File: config.mk
export PLATFORM = sky130hd
export DESIGN_NAME = axi4lite_slave_regs
export DESIGN_NICKNAME = d
export VERILOG_FILES = /design/src/rtl/axi4lite_slave_regs.sv
export SDC_FILE = /design/constraint.sdc
export NUM_CORES = 1
export LEC_CHECK = 0
export ABC_AREA = 1
export CAP_MARGIN = 20
export CORE_UTILIZATION = 45
export CTS_CLUSTER_DIAMETER = 200
export CTS_CLUSTER_SIZE = 16
export DETAILED_ROUTE_END_ITERATION = 8
export DONT_BUFFER_PORTS = 1
export PLACE_DENSITY_LB_ADDON = 0.3
export SLEW_MARGIN = 15
export SYNTH_ARGS = -nofsm -noshare
export SYNTH_HDL_FRONTEND = slang
export SYNTH_SLANG_ARGS = --single-unit
File: constraint.sdc
create_clock -name S_AXI_ACLK -period 1.1 [get_ports S_AXI_ACLK]
set_input_delay 0.275 -clock S_AXI_ACLK [delete_from_list [all_inputs] [get_ports S_AXI_ACLK]]
set_output_delay 0.275 -clock S_AXI_ACLK [all_outputs]
set_load 0.01 [all_outputs]
File: src/rtl/axi4lite_slave_regs.sv
// axi4lite_slave_regs: AXI4-Lite responder exposing NUM_REGS 32-bit software registers
// Ports: S_AXI_* AXI4-Lite slave interface (async active-low S_AXI_ARESETN),
//        USER_REGS flattened register contents (reg i at [32i+31:32i]),
//        WR_PULSE one-cycle per-register strobe on each committed write.
module axi4lite_slave_regs #(
  parameter int C_S_AXI_DATA_WIDTH = 32,
  parameter int C_S_AXI_ADDR_WIDTH = 4,
  parameter int NUM_REGS = 4
) (
  input  logic                                   S_AXI_ACLK,
  input  logic                                   S_AXI_ARESETN,
  input  logic [C_S_AXI_ADDR_WIDTH-1:0]          S_AXI_AWADDR,
  input  logic [2:0]                             S_AXI_AWPROT,
  input  logic                                   S_AXI_AWVALID,
  output logic                                   S_AXI_AWREADY,
  input  logic [C_S_AXI_DATA_WIDTH-1:0]          S_AXI_WDATA,
  input  logic [C_S_AXI_DATA_WIDTH/8-1:0]        S_AXI_WSTRB,
  input  logic                                   S_AXI_WVALID,
  output logic                                   S_AXI_WREADY,
  output logic [1:0]                             S_AXI_BRESP,
  output logic                                   S_AXI_BVALID,
  input  logic                                   S_AXI_BREADY,
  input  logic [C_S_AXI_ADDR_WIDTH-1:0]          S_AXI_ARADDR,
  input  logic [2:0]                             S_AXI_ARPROT,
  input  logic                                   S_AXI_ARVALID,
  output logic                                   S_AXI_ARREADY,
  output logic [C_S_AXI_DATA_WIDTH-1:0]          S_AXI_RDATA,
  output logic [1:0]                             S_AXI_RRESP,
  output logic                                   S_AXI_RVALID,
  input  logic                                   S_AXI_RREADY,
  output logic [NUM_REGS*C_S_AXI_DATA_WIDTH-1:0] USER_REGS,
  output logic [NUM_REGS-1:0]                    WR_PULSE
);
  localparam int DW = C_S_AXI_DATA_WIDTH;
  localparam int SW = DW / 8;
  localparam int IW = C_S_AXI_ADDR_WIDTH - 2;
  logic [NUM_REGS-1:0][DW-1:0] regs;
  logic aw_full, w_full;
  logic [IW-1:0] aw_idx, ar_idx;
  logic [DW-1:0] w_data, rd_mux;
  logic [SW-1:0] w_strb;
  logic aw_hs, w_hs, ar_hs, commit, aw_ok, ar_ok, unused;
  assign aw_hs = S_AXI_AWVALID & S_AXI_AWREADY;
  assign w_hs = S_AXI_WVALID & S_AXI_WREADY;
  assign ar_hs = S_AXI_ARVALID & S_AXI_ARREADY;
  assign commit = aw_full & w_full & ~S_AXI_BVALID;
  assign ar_idx = S_AXI_ARADDR[C_S_AXI_ADDR_WIDTH-1:2];
  assign aw_ok = 32'(aw_idx) < NUM_REGS;
  assign ar_ok = 32'(ar_idx) < NUM_REGS;
  assign USER_REGS = regs;
  assign unused = &{1'b0, S_AXI_AWPROT, S_AXI_ARPROT, S_AXI_AWADDR[1:0], S_AXI_ARADDR[1:0]};
  // out-of-range indices fall through to zero
  always_comb begin
    rd_mux = '0;
    for (int i = 0; i < NUM_REGS; i++)
      if (ar_idx == IW'(i)) rd_mux = regs[i];
  end
  always_ff @(posedge S_AXI_ACLK or negedge S_AXI_ARESETN) begin
    if (!S_AXI_ARESETN) begin
      regs <= '0;
      aw_full <= 1'b0;
      w_full <= 1'b0;
      aw_idx <= '0;
      w_data <= '0;
      w_strb <= '0;
      S_AXI_AWREADY <= 1'b0;
      S_AXI_WREADY <= 1'b0;
      S_AXI_BVALID <= 1'b0;
      S_AXI_BRESP <= 2'b00;
      S_AXI_ARREADY <= 1'b0;
      S_AXI_RVALID <= 1'b0;
      S_AXI_RDATA <= '0;
      S_AXI_RRESP <= 2'b00;
      WR_PULSE <= '0;
    end else begin
      // readies are registered copies of "buffer empty next cycle"
      aw_full <= commit ? 1'b0 : aw_full | aw_hs;
      w_full <= commit ? 1'b0 : w_full | w_hs;
      S_AXI_AWREADY <= commit | ~(aw_full | aw_hs);
      S_AXI_WREADY <= commit | ~(w_full | w_hs);
      if (aw_hs) aw_idx <= S_AXI_AWADDR[C_S_AXI_ADDR_WIDTH-1:2];
      if (w_hs) begin
        w_data <= S_AXI_WDATA;
        w_strb <= S_AXI_WSTRB;
      end
      S_AXI_BVALID <= commit | (S_AXI_BVALID & ~S_AXI_BREADY);
      if (commit) S_AXI_BRESP <= aw_ok ? 2'b00 : 2'b10;
      WR_PULSE <= '0;
      for (int i = 0; i < NUM_REGS; i++)
        if (commit && aw_idx == IW'(i)) begin
          WR_PULSE[i] <= 1'b1;
          for (int b = 0; b < SW; b++)
            if (w_strb[b]) regs[i][8*b +: 8] <= w_data[8*b +: 8];
        end
      S_AXI_RVALID <= ar_hs | (S_AXI_RVALID & ~S_AXI_RREADY);
      S_AXI_ARREADY <= ~(ar_hs | (S_AXI_RVALID & ~S_AXI_RREADY));
      if (ar_hs) begin
        S_AXI_RDATA <= rd_mux;
        S_AXI_RRESP <= ar_ok ? 2'b00 : 2'b10;
      end
    end
  end
endmodule

==> run_results.csv <==
group,metric,value,unit
clock_network,cts_tree,"built",
setup_path,reg2reg_from,"aw_idx[1]$_DFFE_PN0P_",
global_routing,grt_start_max_net_pins,210,
clock_network,cts.sinks,209,
finish,fin_nets,1296,
finish,drive_above_1_share,33.39,%
clock_network,cts-root-buf,"clkbuf_16",
clock_network,clk_pin_slew,0.08,ns
synth,yosysUniqueCellTypes,21,
global_routing,grt_pass1_wl,47.81,mm
die,dieArea,0.02159,mm^2
die,die_h,146.9,um
drt,wl,32.87,mm
global_routing,grt_usage,28.46,%
timing,hold_viol_final,209,
timing,rsz0062_at_grt,"true",
timing,setup_viol,331,
setup_path,ff2ff_path_depth,6,
flow_run,cap_violations,0,
finish,fin_area,0.01291,mm^2
setup_path,start_kind,"flip-flop",
setup_path,cp-end-kind,"output port",
hold_path,hp-class,"in2async",
timing,finalCritPeriodShare,130.5,%
clock_network,cts_inserted_buffers,17,
synth,ys_seq_area_share,55.32,%
synth,yosys_register_bits,209,
timing,setup_ws,-0.3352,ns
placed_design,numPortBuffers,0,
global_routing,grt_pass1_vias,8375,
drt,postRouteAntennaNets,0,
drt,drcViolationCount,0,
synth,synth_top_cell_area_share,55.32,%
timing,worst_clock_skew,0.02354,ns
global_routing,antenna_found_initial,0,
status,outcome,"complete, but fails checks",
drt,viasPerCell,5.720,
die,start_util,46.28,%
clock_network,clk_latency,0.50,ns
die,core-area,0.02043,mm^2
drt,dr.pass1.iters,5,
setup_path,crit_path_start,"S_AXI_BVALID$_DFF_PN0_",
setup_path,critical_path_class,"reg2out",
power_and_ir_drop,p_per_area,2809,mW/mm^2
setup_path,path_max_fanout,2,
power_and_ir_drop,power_leakage,6.188,nW
synth,ys_warn_count,0,
finish,finish.utilization,63.20,%
drt,num_vias,8637,
status,violations,"negative hold slack, negative setup slack",
placed_design,gp_congestion,0.8193,
placed_design,dp_hpwl,18.17,mm
finish,diodes,0,
power_and_ir_drop,vdd_drop_max,1.643,mV
placed_design,dp.cells,1395,
die,die_w,146.9,um
drt,drt_iter0_drc,886,
setup_path,crit_end,"S_AXI_BVALID",
clock_network,holdBufCountCts,41,
timing,finalMaxSlewViolations,0,
timing,fin_hold_ws,-0.5186,ns
die,io_pins,230,
setup_path,r2r-end,"USER_REGS[60]$_DFFE_PN0P_",
setup_path,reg2reg_slack,-0.29,ns
global_routing,overflow,0,
setup_path,worstPathArrival,1.16,ns
finish,area_delta_synth_final,36.57,%
timing,fmax,696.8,MHz
finish,final_cells,1510,
die,rows,52,
clock_network,htree_levels,1,
clock_network,cts_max_path_buffers,3,
drt,avgRoutedWirePerCell,21.77,um
setup_path,cp_data_required_time,0.82,ns
timing,fin_crit,1.435,ns
synth,syn_area_per_cell,8.434,um^2
synth,netlist_instances,1121,
synth,synth.area.top_cells,"dfrtp_1 55%, nand2_1 20%, nand4_1 6.4%",
synth,yosys.area.top_type,"dfrtp_1",
placed_design,placed_cell_area,0.01029,mm^2
synth,synth_area,0.009454,mm^2
per-layer routing:
| layer | share of wire, % | wire [um] | GRT usage [%] | vias up |
|---|---|---|---|---|
| li1 | - | - | - | 3916 |
| met1 | 40 | 13160 | 37.52 | 4239 |
| met2 | 48 | 15770 | 46.80 | 415 |
| met3 | 8.9 | 2932 | 6.429 | 67 |
| met4 | 3.1 | 1011 | 8.814 | 0 |
| met5 | 0 | 0 | 0 | - |
placed cells by master (no fill, tap or decap), drive strengths merged:
cell / n
inv: 14
clkbuf: 25
dlygate4sd3: 41
nor3: 3
dfrtp: 209
buf: 125
nand3: 113
nor2: 70
conb: 4
o21ai: 37
nand4: 96
nand2: 503
kinds of logic after synthesis:
logic type / Yosys count / share of synthesized area, %
AND/OR/NAND/NOR: 784 / 37.55
flip-flops: 209 / 55.32
buffers and inverters: 90 / 5.135
AO/OA/AOI/OAI: 37 / 1.959
other: 1 / 0.03967
how the worst min path moves through the flow:
stage / to / slack (ns)
2_1_floorplan: S_AXI_ARREADY$_DFF_PN0_ / -0.02
3_3_place_gp: S_AXI_RDATA[13]$_DFFE_PN0P_ / -0.01
3_5_place_dp: S_AXI_RDATA[13]$_DFFE_PN0P_ / -0.01
4_1_cts: S_AXI_RDATA[7]$_DFFE_PN0P_ / -0.54
5_1_grt: S_AXI_RDATA[7]$_DFFE_PN0P_ / -0.54
6_report: USER_REGS[96]$_DFFE_PN0P_ / -0.52
per-stage QoR:
stage / hold slack, ns / TNS [ns] / total power [mW] / worst slack [ns]
2_1_floorplan: -0.02059 / -5.288 / 20.58 / -0.05080
3_3_place_gp: -0.01207 / -33.19 / 25.14 / -0.3529
3_5_place_dp: -0.01472 / -37.89 / 25.41 / -0.4125
4_1_cts: -0.5383 / -50.43 / 34.34 / -0.3504
5_1_grt: -0.5388 / -65.02 / 38.01 / -0.3725
6_report: -0.5186 / -51.09 / 36.27 / -0.3352
registers in the layout (all words and copies together) (netlist names):
| name | flops |
|---|---|
| S_AXI_AWREADY | 1 |
| S_AXI_RVALID | 1 |
| S_AXI_WREADY | 1 |
| w_strb | 4 |
| w_full | 1 |
| S_AXI_BVALID | 1 |
| aw_full | 1 |
| aw_idx | 2 |
| S_AXI_RDATA | 32 |
| S_AXI_ARREADY | 1 |
| w_data | 32 |
| WR_PULSE | 4 |
| USER_REGS | 128 |
worst max-delay path, cell delays in order (launching register included):
cell and delay, ns:
dfrtp_2 0.43, buf_6 0.13, buf_6 0.11
cell usage after synthesis:
master / count
nand2_1: 502
buf_4: 10
clkbuf_1: 20
inv_1: 7
nor2_1: 64
nand3_1: 97
nand3_4: 10
buf_6: 9
nor2_4: 2
nand4_1: 96
buf_2: 33
buf_1: 5
o21ai_0: 37
nor3_1: 3
nand3_2: 6
nor2_8: 3
clkbuf_2: 1
inv_2: 5
dfrtp_1: 209
nor2_2: 1
conb_1: 1
what timing repair did:
action,CTS,global route
pin swaps,39,91
gates resized for setup,148,210
gates cloned,11,10
endpoints found under the hold margin,251,209
setup endpoints to repair,306,367
setup buffers,31,9
where the power goes:
part	switching, mW	internal, mW	total, mW
Combinational	7.51	7.23	14.7
Sequential	4.83	11.0	15.8
Clock	2.88	2.82	5.70
Total	15.2	21.0	36.3
cell type report:
class	instances	area, um^2
fillers	1650	7518
flip-flops and latches	209	5351
multi-input cells	826	4348
repair buffers	173	2367
clock buffers	18	429.2
well taps	270	337.8
inverters	12	52.55
clock inverters	2	25.02
No activity file was read; power rests on OpenSTA's default activity.
